==> config.mk <==
export PLATFORM = sky130hd
export DESIGN_NAME = multiplier_arbiter
export DESIGN_NICKNAME = d
export VERILOG_FILES = /design/src/rtl/multiplier_arbiter.sv
export SDC_FILE = /design/constraint.sdc
export NUM_CORES = 1
export LEC_CHECK = 0
export CAP_MARGIN = 20
export CORE_AREA = 8 8 177 179
export CTS_BUF_LIST = sky130_fd_sc_hd__clkbuf_16
export CTS_CLUSTER_DIAMETER = 30
export CTS_CLUSTER_SIZE = 24
export DETAILED_ROUTE_END_ITERATION = 8
export DIE_AREA = 0 0 185 187
export GPL_ROUTABILITY_DRIVEN = 0
export PLACE_DENSITY = 0.65
export SLEW_MARGIN = 20
export SYNTH_ARGS = -nofsm -noshare
export SYNTH_HDL_FRONTEND = slang
export SYNTH_SLANG_ARGS = --single-unit
==> constraint.sdc <==
create_clock -name clk -period 2.48 [get_ports clk]
set_clock_uncertainty 0.1 [all_clocks]
set_input_delay 0.248 -clock clk [delete_from_list [all_inputs] [get_ports clk]]
set_output_delay 0.248 -clock clk [all_outputs]
set_load 0.01 [all_outputs]
==> src/rtl/multiplier_arbiter.sv <==
// Round-robin arbiter sharing one iterative multiplier among N_REQ requesters.
// Define MUL_ARB_TIMEOUT_EN to add a WAIT watchdog that returns resp_err.
module multiplier_arbiter #(
    parameter int N_REQ          = 4,
    parameter int WIDTH          = 32,
    parameter int TIMEOUT_CYCLES = 128
) (
    input  logic                   clk,
    input  logic                   rst_n,
    input  logic [N_REQ-1:0]       req_valid,
    output logic [N_REQ-1:0]       req_ready,
    input  logic [N_REQ*WIDTH-1:0] req_a,
    input  logic [N_REQ*WIDTH-1:0] req_b,
    output logic [N_REQ-1:0]       resp_valid,
    input  logic [N_REQ-1:0]       resp_ready,
    output logic [2*WIDTH-1:0]     resp_r,
    output logic                   resp_err,
    output logic                   mul_valid_in,
    output logic [WIDTH-1:0]       mul_a,
    output logic [WIDTH-1:0]       mul_b,
    input  logic                   mul_valid_out,
    input  logic [2*WIDTH-1:0]     mul_r
);

    localparam int PW = (N_REQ > 1) ? $clog2(N_REQ) : 1;

    if (N_REQ < 2 || WIDTH < 1 || TIMEOUT_CYCLES < 1) begin : g_bad_param
        $error("multiplier_arbiter: illegal parameter set");
    end

    typedef enum logic [1:0] {
        IDLE,
        ISSUE,
        WAIT,
        RESP
    } state_t;

    state_t           state;
    logic [PW-1:0]    ptr;
    logic [PW-1:0]    gnt;
    logic [PW-1:0]    pick;
    logic             found;
    logic [N_REQ-1:0] gnt_onehot;
    logic [WIDTH-1:0] pick_a;
    logic [WIDTH-1:0] pick_b;
    logic             gnt_done;

    // Rotating priority search starting at ptr, wrapping modulo N_REQ.
    always_comb begin
        int            idx;
        logic [PW-1:0] sel;
        pick  = '0;
        found = 1'b0;
        idx   = 0;
        sel   = '0;
        for (int k = 0; k < N_REQ; k++) begin
            idx = int'(ptr) + k;
            if (idx >= N_REQ) begin
                idx = idx - N_REQ;
            end
            sel = PW'(idx);
            if (!found && req_valid[sel]) begin
                found = 1'b1;
                pick  = sel;
            end
        end
    end

    assign pick_a     = req_a[pick*WIDTH +: WIDTH];
    assign pick_b     = req_b[pick*WIDTH +: WIDTH];
    assign gnt_onehot = {{(N_REQ-1){1'b0}}, 1'b1} << gnt;
    assign gnt_done   = resp_ready[gnt];

    // rst_n gating keeps req_ready low while reset is held.
    always_comb begin
        req_ready = '0;
        if (rst_n && state == IDLE && found) begin
            req_ready[pick] = 1'b1;
        end
    end

`ifdef MUL_ARB_TIMEOUT_EN
    localparam int CW = $clog2(TIMEOUT_CYCLES + 1);

    logic [CW-1:0] wait_cnt;

    always_ff @(posedge clk or negedge rst_n) begin
        if (!rst_n) begin
            state        <= IDLE;
            ptr          <= '0;
            gnt          <= '0;
            mul_valid_in <= 1'b0;
            mul_a        <= '0;
            mul_b        <= '0;
            resp_valid   <= '0;
            resp_r       <= '0;
            resp_err     <= 1'b0;
            wait_cnt     <= '0;
        end else begin
            mul_valid_in <= 1'b0;
            unique case (state)
                IDLE: begin
                    if (found) begin
                        gnt          <= pick;
                        mul_a        <= pick_a;
                        mul_b        <= pick_b;
                        mul_valid_in <= 1'b1;
                        state        <= ISSUE;
                    end
                end
                ISSUE: begin
                    wait_cnt <= '0;
                    state    <= WAIT;
                end
                WAIT: begin
                    if (mul_valid_out) begin
                        resp_r     <= mul_r;
                        resp_err   <= 1'b0;
                        resp_valid <= gnt_onehot;
                        state      <= RESP;
                    end else if (wait_cnt == CW'(TIMEOUT_CYCLES - 1)) begin
                        resp_r     <= '0;
                        resp_err   <= 1'b1;
                        resp_valid <= gnt_onehot;
                        state      <= RESP;
                    end else begin
                        wait_cnt <= wait_cnt + CW'(1);
                    end
                end
                RESP: begin
                    if (gnt_done) begin
                        resp_valid <= '0;
                        resp_err   <= 1'b0;
                        ptr        <= (gnt == PW'(N_REQ - 1)) ? '0 : gnt + PW'(1);
                        state      <= IDLE;
                    end
                end
                default: state <= IDLE;
            endcase
        end
    end
`else
    assign resp_err = 1'b0;

    always_ff @(posedge clk or negedge rst_n) begin
        if (!rst_n) begin
            state        <= IDLE;
            ptr          <= '0;
            gnt          <= '0;
            mul_valid_in <= 1'b0;
            mul_a        <= '0;
            mul_b        <= '0;
            resp_valid   <= '0;
            resp_r       <= '0;
        end else begin
            mul_valid_in <= 1'b0;
            unique case (state)
                IDLE: begin
                    if (found) begin
                        gnt          <= pick;
                        mul_a        <= pick_a;
                        mul_b        <= pick_b;
                        mul_valid_in <= 1'b1;
                        state        <= ISSUE;
                    end
                end
                ISSUE: begin
                    state <= WAIT;
                end
                WAIT: begin
                    if (mul_valid_out) begin
                        resp_r     <= mul_r;
                        resp_valid <= gnt_onehot;
                        state      <= RESP;
                    end
                end
                RESP: begin
                    if (gnt_done) begin
                        resp_valid <= '0;
                        ptr        <= (gnt == PW'(N_REQ - 1)) ? '0 : gnt + PW'(1);
                        state      <= IDLE;
                    end
                end
                default: state <= IDLE;
            endcase
        end
    end
`endif

endmodule

==> results by stage <==
Run:
- The number of violations of the max-capacitance limit is 0.

Yosys:
- When the netlist entered floorplanning its net count stood at 993.
- The async set-or-reset flop fraction in the synthesized netlist is 1.00.
- The gate count after technology mapping is 655.
- For this run, the number of Yosys warnings is 0.
- The cell area after synthesis is 7310 um^2.
- A synthesized cell averages 11.2 um^2.
- After synthesis the netlist holds a flip-flop and latch count of 139.
- The most used flip-flop cell after synthesis is dfrtp_1.
- Yosys mapped the design onto 40 distinct sky130hd cell types.
- The share of the Yosys chip area taken by registers is 0.476.
- The synthesized design contains 0 enable-type register cells.

Placement:
- The pre-CTS worst setup slack is 0.0163 ns.
- Detailed placement ended at an HPWL of 25.7 mm.
- The number of buffers inserted by port buffering is 467.
- Once placement finished, the instance area stood at 12500 um^2.

Timing:
- The hold violation total from the final report is 0.
- The final count of pins violating max slew is 0.
- For the finished layout, the period the worst path requires is 2.27 ns.
- Adding up every negative setup slack in the final design gives 0 ns.
- Measured against its own limit, the worst slew margin works out to 0.382.
- The portion of the clock cycle consumed by the worst path in the final layout is 0.914.
- For the pin with the worst max-slew slack, the measured transition is 0.927 ns.
- Once routing completed, OpenROAD measured the worst setup slack at 0.212 ns.
- Based on the critical path, the design can be clocked at up to 441 MHz.
- The final setup violation count is 0.
- Setup repair after global routing left no endpoint under its margin.

GRT:
- The global-route congestion overflow total is 0.
- The aggregate global-route resource usage is 0.187.
- The first global-routing pass estimated 49.5 mm of wire.
- Entering global routing, the biggest net connects 73 pins.
- The number of antenna violations at the first check in global routing is 0.
- The number of global-route vias before repair was 7806.

Final layout:
- The number of antenna diodes in the final layout is 0.
- Summing all flip-flop and latch instances after layout gives 3480 um^2.
- The post-route cell area is 13100 um^2.
- The utilization after layout is 0.460.
- Leaving out fill and tap cells, the most frequent cell in the layout is clkdlybuf4s50_1.
- The total number of nets in the final design is 1454.
- The top cell types in the final layout, fill and taps aside, are clkdlybuf4s50_1, dfrtp_1, nor2_1, o21ai_0, mux2_2.
- The area growth from synthesis to final layout is 78.8%.
- The layout has 2686 filler cells.
- The fraction of final layout cells with drive strength greater than 1 is 0.137.
- The area of combinational cells with multiple inputs is 3500 um^2.

Critical path:
- The worst stage delay on the critical path is 0.48 ns.
- At the worst endpoint, the arrival time is 1.92 ns.
- The dominant delay contributor by cell family on the critical path is flip-flops.
- The signal on the critical path passes through nor2b_4, buf_4, o21bai_4, and3_1, and3_1, dlygate4sd2_1.
- The category of the critical setup timing path is flip-flop to output pin.
- For the worst setup path, the data required time is 2.13 ns.
- For this design, the slowest cell found on the critical path is dfrtp_2.
- STA classifies the critical path startpoint as a flip-flop.
- The most used cell along the critical path is and3_1.
- STA classifies the critical path endpoint as an output pin.
- Together, buffers and inverters on the worst path number 2.
- The maximum fanout along the worst path is 6.

Clock network:
- The worst-skew pair later-pin latency is 0.41 ns.
- The CTS tree is yes.
- Clock-pin slew was measured on the worst setup and hold paths at 0.07 ns.
- CTS built an H-tree with a depth of 4.
- The clock sink count is 139.
- The clock passes through at most 2 buffers.
- The number of CTS-inserted buffers is 17.
- The cell at the root of the clock tree is clkbuf_16.

Pwr:
- Across the VDD grid, the largest voltage drop is 0.453 mV.
- Of the total power, registers draw 0.280.
- Of the total power, the share spent switching nets is 0.384.
- The share of total power dissipated in the clock network is 0.168.
- The completed layout was analyzed and its total power is 14.7 mW.
- The total power density per cell area is 1120 nW/um^2.
- Cell internal power was estimated by the tool at 9.05 mW.
- For this design the static power due to leakage is 5.31 nW.
- The net switching power of the design is 5.64 mW.
- Of the total power, combinational logic draws 0.553.

Route:
- For this run, design rule violations remaining after detail routing come to 0.
- The mean number of vias per cell is 4.81.
- The vias after detailed routing is 7277.
- The number of nets with antenna violations after routing is 0.
- The routed wire length is 33.0 mm.
- The first-pass iteration count of the detailed router is 4.
- After detailed routing, the average wire length per cell comes to 21.8 um.
- The count of routing violations after the opening detailed-route iteration is 309.

Floorplan:
- After floorplanning, the core was sized to cover 28400 um^2.
- The initialized floorplan defines 62 standard-cell rows.
- Measured along the y axis, the die boundary spans 187 um.
- The starting density of the core is 0.257.
- During I/O placement, the number of pins put on the boundary was 469.
- The die extent in x is 185 um.
- The die covers 34600 um^2.

Worst hold path:
- The worst hold-check path type is input port to asynchronous set/reset pin.

Outcome:
- The flow ran to the end, and the final reports show no timing, DRC or antenna violations.
power by group through the flow:
stage	sequential [mW]	combinational [mW]	clock [mW]
after CTS	4.11	8.26	2.57
final	4.11	8.12	2.46
after global routing	4.28	8.78	2.65
after global placement	4.09	8.13	0
after detailed placement	4.14	8.22	0
after floorplan	4.54	3.69	0
per-layer routing:
layer | part of all wire | vias up | global-route usage | wire length, um
li1 | - | 3414 | - | -
met1 | 0.37 | 3554 | 0.204 | 12200
met2 | 0.54 | 291 | 0.349 | 17800
met3 | 0.079 | 18 | 0.0557 | 2600
met4 | 0.012 | 0 | 0.0400 | 396
met5 | 0 | - | 0 | 0
area by class of cell:
type / instances / share of cell area
clock buffer: 17 / 0.0326
clock inverter: 15 / 0.0101
inverter: 6 / 0.00191
sequential: 139 / 0.266
timing repair buffer: 500 / 0.385
multi-input combinational: 452 / 0.268
tap: 384 / 0.0368
through the flow:
step	hold slack (ns)	std cells
global route	0.117	1513
CTS	0.125	1513
detailed placement	0.00889	1479
floorplan	-0.148	655
global placement	0.00704	1479
finish	0.134	1513
synth_stat cells (2+ instances only):
cell type    n  area [um^2]
dfrtp_1    139         3480
mux2_2      66          743
nor2_1      66          248
o21ai_0     66          330
o22ai_1     65          407
mux2i_1     64          641
a221oi_1    55          482
buf_2       22          110
clkbuf_1    19         71.3
nand2_1     13         48.8
buf_6       10          113
a221oi_2     9          135
buf_4        7         52.6
ha_1         7         87.6
nand2b_1     7         43.8
o21ai_1      6         30.0
and3_1       5         31.3
inv_1        5         18.8
nor2b_1      2         12.5
nor2b_4      2         27.5
worst register-to-register path, stage by stage, from the launching register on:
cell     delay [ns]
dfrtp_2        0.48
nor2b_4        0.07
buf_4          0.14
nor3_1         0.31
o22ai_4        0.18
buf_12         0.21
mux2i_1        0.29
o22ai_1        0.13
cells by family after synthesis:
| kind of cell | share of synthesized area |
|---|---|
| AO/OA/AOI/OAI | 0.207 |
| adder cells (fa/ha/maj) | 0.0120 |
| buffers and inverters | 0.0505 |
| flip-flops | 0.476 |
| multiplexers | 0.192 |
| other | 0.000513 |
| AND/OR/NAND/NOR | 0.0611 |
repair_timing:
item	CTS	global route
pin swaps	0	0
hold buffers	1	0
hold endpoints to repair	70	0
buffers inserted	1	0
setup endpoints to repair	3	1
resized for setup	4	3
sequential cells by signal, indices dropped and copies added, names as in the netlist:
| name | flops |
|---|---|
| state | 2 |
| gnt | 2 |
| ptr | 2 |
| resp_valid | 4 |
| resp_r | 64 |
| mul_b | 32 |
| mul_a | 32 |
| mul_valid_in | 1 |
path summary, 6_finish.rpt:
path	from	endpoint	slack (ns)	cells past startpoint
worst max register to register	ptr[0]$_DFFE_PN0P_	mul_a[16]$_DFFE_PN0P_	0.44	7
min in group clk	mul_r[47]	resp_r[47]$_DFFE_PN0P_	0.34	2
worst min-delay path	rst_n	resp_r[16]$_DFFE_PN0P_	0.13	2
worst min register to register	resp_valid[3]$_DFFE_PN0P_	resp_valid[3]$_DFFE_PN0P_	0.38	2
worst max-delay path	ptr[0]$_DFFE_PN0P_	req_ready[3]	0.21	6
max in group asynchronous	rst_n	mul_b[9]$_DFFE_PN0P_	0.95	3
Power figures use the tool's default switching activity.
==> edit, RTL diff (same flow settings) <==
The option `MUL_ARB_TIMEOUT_EN` is turned on by a define.
--- a/src/rtl/multiplier_arbiter.sv
+++ b/src/rtl/multiplier_arbiter.sv
@@ -1,4 +1,6 @@
 // Round-robin arbiter sharing one iterative multiplier among N_REQ requesters.
 // Define MUL_ARB_TIMEOUT_EN to add a WAIT watchdog that returns resp_err.
+`define MUL_ARB_TIMEOUT_EN
+
 module multiplier_arbiter #(
     parameter int N_REQ          = 4,
Behaviour: no difference found for any inputs over 4 cycles, from zero or initial values and one cycle with rst_n low; that may be too few to reach the edited logic, so the function may still have changed.
==> edit against the original RTL <==
Combinational power grew 5.7%; wire length up 31%; sequential cell count up 9; cell count rose by 21%; area after synthesis grew 18%; setup slack worse by 0.089 ns; cell area rose by 9.2%; total power grew 6.0%; critical path type is now reg2reg; largest cell class unchanged.
==> edit: results (changes against the original RTL) <==
The mean instance size in the synthesized netlist works out to 8.36 um^2 (-25%). Ranked by total cell area, the synthesized netlist is headed by sky130_fd_sc_hd__dfrtp_1 (43%), sky130_fd_sc_hd__a31oi_1 (9.6%), sky130_fd_sc_hd__nand2_1 (8.9%). The most common cell in the synthesized netlist is sky130_fd_sc_hd__nand2_1.

The count of input and output buffers is 468 (+0.21%), and the number of antenna violations at the first check in global routing is 3 (+3). The clock-pin transition on the worst setup and hold timing paths works out to 0.08 ns. Reported leakage power: 5.63 nW (+6.1%). The minimum hold slack was 0.262 ns (+0.128 ns).

Total internal power: 9.10 mW (+0.49%). In this run the worst setup path begins at ptr[0]. The met1 layer usage reported by global route came out at 29.1% (+8.7 points). Among cell families on the critical path, the largest total delay comes from compound AO/OA/AOI/OAI gates.

Counting instances in the post-synthesis netlist gives the leading cell types as sky130_fd_sc_hd__nand2_1 (204), sky130_fd_sc_hd__dfrtp_1 (148), sky130_fd_sc_hd__a31oi_1 (132), sky130_fd_sc_hd__nor2_1 (73), sky130_fd_sc_hd__a21oi_1 (67). The pin count of the biggest net entering global routing was 119 (+63%); the worst setup timing slack at the placement stage was 0.233 ns (+0.217 ns). The first-pass GRT wire length came out at 64.8 mm (+31%). The maximum fanout encountered on the critical timing path came out at 65 (+59).

The run finished with clean final reports. The maximum single-stage delay on the critical path works out to 0.60 ns (+0.12 ns). Worst hold-check path type: in2reg. The slew at the pin closest to its max-slew limit was 0.852 ns (-0.0749 ns); the number of nets in the synthesized netlist was 1371 (+38%). The met3 demand-to-capacity share in global routing is 6.66% (+1.1 points), and the later-pin clock latency in the skew report is 0.43 ns (+0.02 ns).

Count of routing violations after the opening detailed-route iteration: 787 (+150%). The number of iterations in the first detailed-routing pass was 5 (+1). The per-cell via count in the routed design works out to 5.61 (+17%).

The data arrival time of the critical path is 2.56 ns (+0.64 ns). Met2 track demand over resource in global routing: 40.2% (+5.4 points). The critical path ends at mul_a[16]. The total track usage came out at 24.0% (+5.3 points). The portion of the post-synthesis area used by sequential elements is 43.0% (-4.6 points), and the share of post-route cells with drive strength above 1 is 6.51% (-7.2 points). Among all stages on the critical path, the largest delay is contributed by sky130_fd_sc_hd__buf_4. The via count of the first global-routing pass is 10400 (+33%). The worst reg-to-reg path cell count works out to 5 (-2).

For the reg2reg setup slack, the log shows 0.12 ns (-0.32 ns). The tools report the count of different cell masters after synthesis as 50 (+25%). The maximum ir drop on the vdd rail came out at 0.596 mV (+32%). The tools report the final non-filler cell total as 1830 (+21%). The sum of routed wire length over all layers came out at 43.4 mm (+31%).

The final clock period utilization by the worst path was 95.1% (+3.6 points); the placed wire-length estimate was 31.1 mm (+21%).
-- edit: changes by cell type after synthesis, moves of 62 or more --
cell                       unedited run  this run
sky130_fd_sc_hd__a211oi_1             0        64
sky130_fd_sc_hd__nand2_1             13       204
sky130_fd_sc_hd__o22ai_1             65         0
sky130_fd_sc_hd__a22o_1               0        64
sky130_fd_sc_hd__mux2i_1             64         2
sky130_fd_sc_hd__nand4_1              0        64
sky130_fd_sc_hd__a21oi_1              1        67
sky130_fd_sc_hd__a31oi_1              0       132
-- edit: power groups by stage --
stage	combinational (mW)	clock [mW]	sequential, mW
3_5_place_dp	8.64	0	4.30
3_3_place_gp	8.59	0	4.26
2_1_floorplan	3.74	0	4.68
6_report	8.58	2.74	4.26
4_1_cts	8.68	2.80	4.27
5_1_grt	9.17	2.89	4.41
-- edit: timing repair --
action / in CTS / in global routing
endpoints found under the setup margin: 4 / 0
buffers inserted: 0 / 0
gates resized for setup: 6 / 0
hold endpoints to repair: 148 / 0
hold buffers: 1 / 0
-- edit: metal layers --
layer	wire length [um]	up-vias
met5	13	-
met4	1460	2
li1	-	4619
met2	20600	613
met3	4320	89
met1	17000	4945
-- edit: cell families after synthesis --
family / Yosys count / share of synthesized area [%]
adders and majority gates: 9 / 1.31
and+or+nand+nor: 378 / 19.4
AOI/OAI and AO/OA: 357 / 28.3
xor gates and xnor gates: 2 / 0.203
buffers and inverters: 129 / 6.77
DFF: 148 / 43.0
muxes: 8 / 1.02
-- edit: cell type report --
type | count | area, um^2
clock inverters | 15 | 181
clock buffers | 17 | 425
flip-flops and latches | 148 | 3700
multi-input cells | 754 | 4400
fillers | 2737 | 14100
diodes | 2 | 5.00
well taps | 384 | 480
repair buffers | 501 | 5040
inverters | 9 | 33.8
